--- config.mk ---
export PLATFORM = sky130hd
export DESIGN_NAME = mem_lsu
export DESIGN_NICKNAME = d
export VERILOG_FILES = /design/src/rtl/mem_lsu_pkg.sv /design/src/rtl/lsu_load_align.sv /design/src/rtl/mem_lsu.sv
export SDC_FILE = /design/constraint.sdc
export NUM_CORES = 1
export LEC_CHECK = 0
export ABC_AREA = 1
export CORE_MARGIN = 2
export CORE_UTILIZATION = 25
export DETAILED_ROUTE_END_ITERATION = 8
export PLACE_DENSITY_LB_ADDON = 0.2
export SLEW_MARGIN = 5
export SYNTH_ARGS = -nofsm -noshare
export SYNTH_HDL_FRONTEND = slang
export SYNTH_SLANG_ARGS = --single-unit
--- constraint.sdc ---
create_clock -name clk -period 3.4 [get_ports clk]
set_input_delay 0.34 -clock clk [delete_from_list [all_inputs] [get_ports clk]]
set_output_delay 0.34 -clock clk [all_outputs]
set_load 0.03 [all_outputs]
--- src/rtl/mem_lsu_pkg.sv ---
// Shared constants, state encoding and store/legality helpers for the MEM-stage load/store unit.
package mem_lsu_pkg;

  localparam int REG_BUS      = 32;
  localparam int REG_ADDR_BUS = 5;

  localparam logic [2:0] F3_LB  = 3'b000;
  localparam logic [2:0] F3_LH  = 3'b001;
  localparam logic [2:0] F3_LW  = 3'b010;
  localparam logic [2:0] F3_LBU = 3'b100;
  localparam logic [2:0] F3_LHU = 3'b101;
  localparam logic [2:0] F3_SB  = 3'b000;
  localparam logic [2:0] F3_SH  = 3'b001;
  localparam logic [2:0] F3_SW  = 3'b010;

  typedef enum logic {
    ST_IDLE = 1'b0,
    ST_BUSY = 1'b1
  } lsu_state_e;

  // Unsigned widths exist only for loads; every access must be naturally aligned.
  function automatic logic access_legal(input logic is_load, input logic [2:0] funct3,
                                        input logic [1:0] addr_lo);
    logic ok;
    case (funct3)
      F3_LB:   ok = 1'b1;
      F3_LH:   ok = ~addr_lo[0];
      F3_LW:   ok = (addr_lo == 2'b00);
      F3_LBU:  ok = is_load;
      F3_LHU:  ok = is_load & ~addr_lo[0];
      default: ok = 1'b0;
    endcase
    return ok;
  endfunction

  function automatic logic [3:0] store_strobe(input logic [1:0] size, input logic [1:0] addr_lo);
    logic [3:0] strb;
    case (size)
      2'b00:   strb = 4'b0001 << addr_lo;
      2'b01:   strb = addr_lo[1] ? 4'b1100 : 4'b0011;
      default: strb = 4'b1111;
    endcase
    return strb;
  endfunction

  function automatic logic [REG_BUS-1:0] store_data(input logic [1:0] size,
                                                    input logic [REG_BUS-1:0] data);
    logic [REG_BUS-1:0] rep;
    case (size)
      2'b00:   rep = {4{data[7:0]}};
      2'b01:   rep = {2{data[15:0]}};
      default: rep = data;
    endcase
    return rep;
  endfunction

endpackage

--- src/rtl/lsu_load_align.sv ---
// Selects the addressed byte/half of a read word and sign- or zero-extends it.
module lsu_load_align
  import mem_lsu_pkg::*;
(
  input  logic [2:0]         funct3,
  input  logic [1:0]         addr_lo,
  input  logic [REG_BUS-1:0] rdata,
  output logic [REG_BUS-1:0] data
);

  logic [7:0]  byte_sel;
  logic [15:0] half_sel;

  always_comb begin
    byte_sel = rdata[7:0];
    case (addr_lo)
      2'd0: byte_sel = rdata[7:0];
      2'd1: byte_sel = rdata[15:8];
      2'd2: byte_sel = rdata[23:16];
      2'd3: byte_sel = rdata[31:24];
      default: byte_sel = rdata[7:0];
    endcase
    half_sel = addr_lo[1] ? rdata[31:16] : rdata[15:0];

    case (funct3)
      F3_LB:   data = {{24{byte_sel[7]}}, byte_sel};
      F3_LH:   data = {{16{half_sel[15]}}, half_sel};
      F3_LBU:  data = {24'b0, byte_sel};
      F3_LHU:  data = {16'b0, half_sel};
      default: data = rdata;
    endcase
  end

endmodule

--- src/rtl/mem_lsu.sv ---
// MEM-stage load/store unit: issues one DRAM req/ack transaction per memory op and
// produces the registered writeback result plus a pipeline stall request.
module mem_lsu
  import mem_lsu_pkg::*;
#(
  parameter int TIMEOUT = 16
) (
  input  logic                    clk,
  input  logic                    rst,
  input  logic                    valid_i,
  input  logic                    is_load_i,
  input  logic                    is_store_i,
  input  logic [2:0]              funct3_i,
  input  logic [REG_BUS-1:0]      addr_i,
  input  logic [REG_BUS-1:0]      wdata_i,
  input  logic [REG_ADDR_BUS-1:0] rd_addr_i,
  input  logic                    wreg_i,
  output logic [REG_ADDR_BUS-1:0] rd_addr_o,
  output logic                    wreg_o,
  output logic [REG_BUS-1:0]      wdata_o,
  output logic                    valid_o,
  output logic                    fault_o,
  output logic                    bus_err_o,
  output logic                    stall_req_o,
  output logic                    dram_req_o,
  output logic                    dram_we_o,
  output logic [REG_BUS-1:0]      dram_addr_o,
  output logic [3:0]              dram_wstrb_o,
  output logic [REG_BUS-1:0]      dram_wdata_o,
  input  logic                    dram_ack_i,
  input  logic [REG_BUS-1:0]      dram_rdata_i
);

  localparam int CW = (TIMEOUT > 1) ? $clog2(TIMEOUT) : 1;

  lsu_state_e              state;
  logic [CW-1:0]           cnt;
  logic [2:0]              funct3_q;
  logic [1:0]              addr_lo_q;
  logic [REG_ADDR_BUS-1:0] rd_q;
  logic                    wreg_q;
  logic [REG_BUS-1:0]      load_data;
  logic                    is_mem;
  logic                    legal;

  assign is_mem      = is_load_i | is_store_i;
  assign legal       = access_legal(is_load_i, funct3_i, addr_i[1:0]);
  assign stall_req_o = (state == ST_BUSY);

  lsu_load_align u_align (
    .funct3  (funct3_q),
    .addr_lo (addr_lo_q),
    .rdata   (dram_rdata_i),
    .data    (load_data)
  );

  // Async reset also drops an in-flight request; the DRAM side tolerates abandonment.
  always_ff @(posedge clk or posedge rst) begin
    if (rst) begin
      state        <= ST_IDLE;
      cnt          <= '0;
      funct3_q     <= '0;
      addr_lo_q    <= '0;
      rd_q         <= '0;
      wreg_q       <= 1'b0;
      rd_addr_o    <= '0;
      wreg_o       <= 1'b0;
      wdata_o      <= '0;
      valid_o      <= 1'b0;
      fault_o      <= 1'b0;
      bus_err_o    <= 1'b0;
      dram_req_o   <= 1'b0;
      dram_we_o    <= 1'b0;
      dram_addr_o  <= '0;
      dram_wstrb_o <= '0;
      dram_wdata_o <= '0;
    end else begin
      valid_o   <= 1'b0;
      fault_o   <= 1'b0;
      bus_err_o <= 1'b0;
      case (state)
        ST_IDLE: begin
          if (valid_i) begin
            if (!is_mem) begin
              valid_o   <= 1'b1;
              rd_addr_o <= rd_addr_i;
              wreg_o    <= wreg_i;
              wdata_o   <= wdata_i;
            end else if (!legal) begin
              valid_o   <= 1'b1;
              fault_o   <= 1'b1;
              wreg_o    <= 1'b0;
              rd_addr_o <= rd_addr_i;
            end else begin
              state        <= ST_BUSY;
              cnt          <= '0;
              dram_req_o   <= 1'b1;
              dram_we_o    <= is_store_i;
              dram_addr_o  <= {addr_i[31:2], 2'b00};
              dram_wstrb_o <= is_store_i ? store_strobe(funct3_i[1:0], addr_i[1:0]) : 4'b0000;
              dram_wdata_o <= is_store_i ? store_data(funct3_i[1:0], wdata_i) : '0;
              funct3_q     <= funct3_i;
              addr_lo_q    <= addr_i[1:0];
              rd_q         <= rd_addr_i;
              wreg_q       <= wreg_i;
            end
          end
        end
        ST_BUSY: begin
          // An ack arriving on the final timeout cycle still completes normally.
          if (dram_ack_i) begin
            state      <= ST_IDLE;
            dram_req_o <= 1'b0;
            valid_o    <= 1'b1;
            rd_addr_o  <= rd_q;
            if (dram_we_o) begin
              wreg_o  <= 1'b0;
              wdata_o <= '0;
            end else begin
              wreg_o  <= wreg_q;
              wdata_o <= load_data;
            end
          end else if (cnt == CW'(TIMEOUT - 1)) begin
            state      <= ST_IDLE;
            dram_req_o <= 1'b0;
            valid_o    <= 1'b1;
            bus_err_o  <= 1'b1;
            wreg_o     <= 1'b0;
          end else begin
            cnt <= cnt + 1'b1;
          end
        end
        default: state <= ST_IDLE;
      endcase
    end
  end

endmodule
After elaboration in Yosys (flattened, before gate mapping):

Cells that the tools add are included.

* bits in writable memories: 0
* word-level logic and storage cells: 109
* ROM bits: 0
* latch bits: 0
* memories: 0
* bits of input ports: 111
* flip-flop bits (word level): 125
* output and inout port bits: 112

* add/subtract/negate cells: 1
* bitwise gates (word level): 4
* $mul: 0
* div/mod/pow operators: 0
* shift-type cells: 1
* reductions and logical operators: 11
* order comparisons: 0
* equality and inequality tests: 21
* multiplexer cells: 54

Operators with widths (number)
* $mux W32: 5
* $pmux W32 S2: 2
* $pmux W32 S4: 1
* $pmux W8 S4: 1
* $mux W4: 7
* $mux W1: 25
* $mux W5: 4
* $mux W16: 1
* $pmux W4 S2: 2
* $ne A2 B2 Y1 const B: 7
* $eq A3 B3 Y1 const B: 4
* $pmux W5 S2: 1
* $reduce_and A3 Y1: 3
* $pmux W1 S2: 4
* $reduce_and A4 Y1: 2
* $eq A3 B1 Y1 const B: 2
* $logic_not A2 Y1: 3
* $logic_not A3 Y1: 2
* $pmux W1 S5: 1
* $reduce_and A5 Y1: 1
* $add A4 B1 Y4 const B: 1
* $eq A2 B1 Y1 const B: 2
* $eq A2 B2 Y1 const B: 2
* $eq A4 B4 Y1 const B: 1
* 7 further kinds: 8

Depth between registers and ports, before layout:

* depth after elaboration: 7
* mapped depth: 11
* gate-level depth less buffers: 11

Modules after synthesis:

Synthesis repeated with hierarchy kept, for this count alone.

* cells, all modules: 827
* area total of the unflattened synthesis: 6371.1 um^2

By module, submodules not included
* mem_lsu: cells an instance 681, area an instance 5609.1 um^2, instances 1, seq. area each 3128.0 um^2
* lsu_load_align: cells an instance 146, area an instance 762.0 um^2, instances 1, seq. area each 0.0 um^2

Worst setup path after synthesis:

Ideal clock, no wire load.

* path kind: reg2reg
* start: register state, in the netlist stall_req_o
* end: register dram_wdata_o[31]
* required time: 3.276 ns
* slack: 1.887 ns
* data arrival time: 1.389 ns
* buffers on the path: 2
* period minus slack after synthesis: 1.513 ns
* cell stages (with the launch flop): 7
* library setup time: 0.124 ns
* path through: dfrtp_1 -> nor2_1 -> nand4_2 -> buf_4 -> buf_4 -> nand2_1 -> o21ai_2

* longest elaborated chain between the ends: 2

RTL lines
* start: declaration: line mem_lsu.sv:36 `lsu_state_e state;`
* start signal: assignment: line mem_lsu.sv:60 `state <= ST_IDLE;`
* start signal: assignment: line mem_lsu.sv:95 `state <= ST_BUSY;`
* start signal: assignment: line mem_lsu.sv:112 `state <= ST_IDLE;`
* $not A1 Y1 (no line)
* $reduce_and A4 Y1 (no line)
* end signal: assignment: line mem_lsu.sv:101 `dram_wdata_o <= is_store_i ? store_data(funct3_i[1:0], wdata_i) : '0;`
* end: declaration: line mem_lsu.sv:29 `output logic [REG_BUS-1:0] dram_wdata_o,`

Every way passes these cells.
A chain may end at the register's enable or synchronous reset.

Final worst setup path:

* start: input funct3_i[1]
* end: register dram_wstrb_o[2]

* longest elaborated chain between the ends: 3
* elaborated cells on any way between the ends: 11
* classes of those cells: eq/ne: 5; mux: 3; reduce/logical: 3

RTL lines
* start: declaration: line mem_lsu.sv:13 `input logic [2:0] funct3_i,`
* $eq A3 B3 Y1, or another cell as far along: line mem_lsu_pkg.sv:25 `case (funct3)`
* $pmux W1 S5 / $pmux W4 S2 (equally long branches): line mem_lsu_pkg.sv:25, mem_lsu_pkg.sv:38
* $reduce_and A4 Y1 (no line) / $mux W4 (equally long branches)
* end signal: assignment: line mem_lsu.sv:100 `dram_wstrb_o <= is_store_i ? store_strobe(funct3_i[1:0], addr_i[1:0]) : 4'b0000;`
* end: declaration: line mem_lsu.sv:28 `output logic [3:0] dram_wstrb_o,`

Parallel ways exist; a longest one is shown, timed or not.

==> results_dict.tcl <==
set metrics [dict create \
    hp-class "in2async" \
    h-tree-depth 4 \
    total_grt_overflow 0 \
    drt_first_pass_iters 5 \
    vias_per_cell 4.469 \
    floorplan.die.width_um 161.2 \
    synth_top_cell_area_share_pct 50.61 \
    finalCoreUtilization_pct 37.99 \
    portBuffers 220 \
    cts_tree "done" \
    post_cts_buffers 0 \
    async_reset_ff_share_pct 100.0 \
    clockBufferDepth 2 \
    synth_ff_type "dfrtp_1" \
    synthDominantAreaCellType "dfrtp_1" \
    final_min_period_over_clock_period_pct 61.99 \
    gr-usage-all-layers_pct 17.01 \
    critPathLaunchType "input port" \
    final_ant_viol_nets 0 \
    grtUsageMet3_pct 6.831 \
    power_density_nw_per_um2 698.5 \
    outcome "finished clean" \
    cts_hold_buffers 0 \
    timing_worst_setup_path_type "in2reg" \
    syn-instance-count 781 \
    globalRoute.busiestLayer "met2" \
    power.ir.vdd_worst_mv 0.3962 \
    cp_data_arrival_time_ps 2440 \
    grt_setup_unrepaired "no" \
    max_freq_mhz 474.4 \
    dpl_cell_area_um2 8641 \
    worstMarginPinSlew_ps 636.4 \
    p_sw_share_pct 38.13 \
    route.vias.total 5903 \
    p_int_mw 3.993 \
    io-pin-count 223 \
    drive_gt1_share_pct 9.027 \
    synth_seq_cells 125 \
    die_y_um 161.2 \
    setup_tns_ps 0 \
    syn_avg_cell_area_um2 7.914 \
    power.combinational.fraction_pct 38.4 \
    post_synth_num_cell_types 30 \
    initial_antenna_violation_count 2 \
    critPathTopFamily "buffers and inverters" \
    drt-wirelength-per-cell_um 16.62 \
    synth_most_common_cell "nand2_1" \
    slew_viol_final 0 \
    crit_required_ps 3730 \
    detail_route.wirelength_um 21950 \
    placeableCoreArea_um2 24320 \
    grt_first_pass_wirelength_um 33880 \
    timing.critical_path.buf_inv 4 \
    grt_max_degree 85 \
    total_power_mw 6.454 \
    antennaDiodeCount 0 \
    syn2layout_area_growth_pct 49.47 \
    critical-path-slowest-cell "clkdlybuf4s50_1" \
    timing.final.setup_violations 0 \
    drt_iter0_markers 392 \
    synth_common_cells "262 x nand2_1, 125 x dfrtp_1, 85 x a21oi_1, 78 x nor2_1, 47 x o21ai_0" \
    ys_warn_count 0 \
    total_switching_power_mw 2.461 \
    endpoint_kind "flip-flop" \
    timing.critical_path.fanout_max 34 \
    floorplan.initialDensity_pct 25.42 \
    seqPwrFrac_pct 32.7 \
    min_period_ps 2108 \
    leakagePower_nw 4.158 \
    globalRouteMet1Util_pct 21.35 \
    max-cap-violations 0 \
    synthesized_area_um2 6181 \
    first_global_vias 6052 \
    met2_usage_pct 26.98 \
    post-route-cell-area_um2 9239 \
    numCtsBuffers 17 \
    clock_power_share_pct 28.9 \
    crit_top_cell "inv_2" \
    finalHoldWorstSlack_ps 164.8 \
    fin_nets 1097 \
    gp_congestion 0.8792 \
    netlist_top_cells_area "dfrtp_1 51%, nand2_1 16%, a21oi_1 6.9%, nor2_1 4.7%, o21ai_2 4.3%" \
    dp_hpwl_um 16050 \
    drt_drc_violations_left 0 \
    synth_enable_flop_cells 0 \
    final-hold-violation-count 0 \
    placementRows 57 \
    worst_setup_hold_path_clk_slew_ps 60 \
    slowest_delay_ps 510 \
    finalClockSkew_ps 5.438 \
    cts_resized 0 \
    yosysSeqAreaShare_pct 50.61 \
    worstSkewPairLatency_ps 420 \
    worst_slew_margin_rel_pct 57.57 \
    crit_path_cell_trace "clkdlybuf4s50_1 > inv_2 > o21ai_1 > nand2_1 > nand4_4 > inv_2 > nand2_2 > buf_4 > o21ai_0" \
    cts_num_sinks 125 \
    area_enclosed_by_the_die_boundary_um2 26000 \
    clockRootBuffer "clkbuf_16" \
]
-- worst register-to-register path, cell delays in order, from the launching register on --
cell      delay [ps]
dfrtp_1          710
inv_1            220
a21oi_2          560
o211ai_1         220
nand2_1          110
a21oi_1           60
-- flip-flops by register name, summed over array words and instances (netlist names) --
register / flops
addr_lo_q: 2
bus_err_o: 1
cnt: 4
dram_addr_o: 30
dram_req_o: 1
dram_wdata_o: 32
dram_we_o: 1
dram_wstrb_o: 4
fault_o: 1
funct3_q: 3
rd_addr_o: 5
rd_q: 5
stall_req_o: 1
valid_o: 1
wdata_o: 32
wreg_o: 1
wreg_q: 1
-- worst paths after layout --
| kind | start | endpoint | slack [ps] | cells after the start |
|---|---|---|---|---|
| worst max register to register | addr_lo_q[1]$_DFFE_PP0P_ | wdata_o[4]$_DFFE_PP0P_ | 1410 | 5 |
| worst max-delay path | funct3_i[1] | dram_wstrb_o[2]$_DFFE_PP0P_ | 1290 | 9 |
| worst min-delay path | rst | rd_q[3]$_DFFE_PP0P_ | 160 | 2 |
| worst min register to register | dram_addr_o[16]$_DFFE_PP0P_ | dram_addr_o[16]$_DFFE_PP0P_ | 470 | 2 |
| min in group clk | addr_i[24] | dram_addr_o[24]$_DFFE_PP0P_ | 460 | 3 |
| max in group asynchronous | rst | dram_wdata_o[24]$_DFFE_PP0P_ | 2660 | 3 |
-- final cells by class --
cell class                      count  area (um2)
Fill cell                        2498       15080
Sequential cell                   125        3128
Clock inverter                     14       172.7
Inverter                           51       196.4
Tap cell                          324       405.4
Timing Repair Buffer              229        2307
Multi-Input combinational cell    561        2604
Clock buffer                       17       425.4
-- power groups by stage --
stage                     combinational, mW  sequential, mW  clock [mW]
after floorplan                       0.815            2.74           0
after global placement                 2.48            2.14           0
after detailed placement               2.49            2.13           0
after CTS                              2.50            2.12        1.92
after global routing                   2.67            2.17        1.98
final                                  2.48            2.11        1.86
-- cells in the final DEF (no fill, tap or decap), types with 8 or more instances in the layout --
master,n
a21oi_1,85
clkbuf_16,17
clkdlybuf4s50_1,220
dfrtp_1,125
inv_1,40
inv_2,9
nand2_1,262
nand3_1,22
nor2_1,78
o21ai_0,47
o21ai_2,30
o221ai_1,8
-- per-layer routing --
metal / vias up / wire (um)
met1: 2725 / 9644
met5: - / 27
met2: 221 / 9986
li1: 2924 / -
met4: 4 / 451
met3: 29 / 1845
-- logic make-up after synthesis --
| kind of cell | count (synthesis) | share of synthesized area, % |
|---|---|---|
| AND/OR/NAND/NOR | 373 | 23.95 |
| adder cells (fa/ha/maj) | 1 | 0.2024 |
| flip-flops | 125 | 50.61 |
| XOR/XNOR | 1 | 0.1417 |
| other | 1 | 0.06067 |
| AO/OA/AOI/OAI | 184 | 17.57 |
| buffers and inverters | 96 | 7.469 |
-- metrics by stage --
stage / setup slack (ps) / cells
after floorplan: 1521 / 782
after global placement: 915.3 / 1290
after detailed placement: 819.3 / 1290
after CTS: 1251 / 1321
after global routing: 1033 / 1321
final: 1292 / 1321
(Power assumes the default switching activity.)
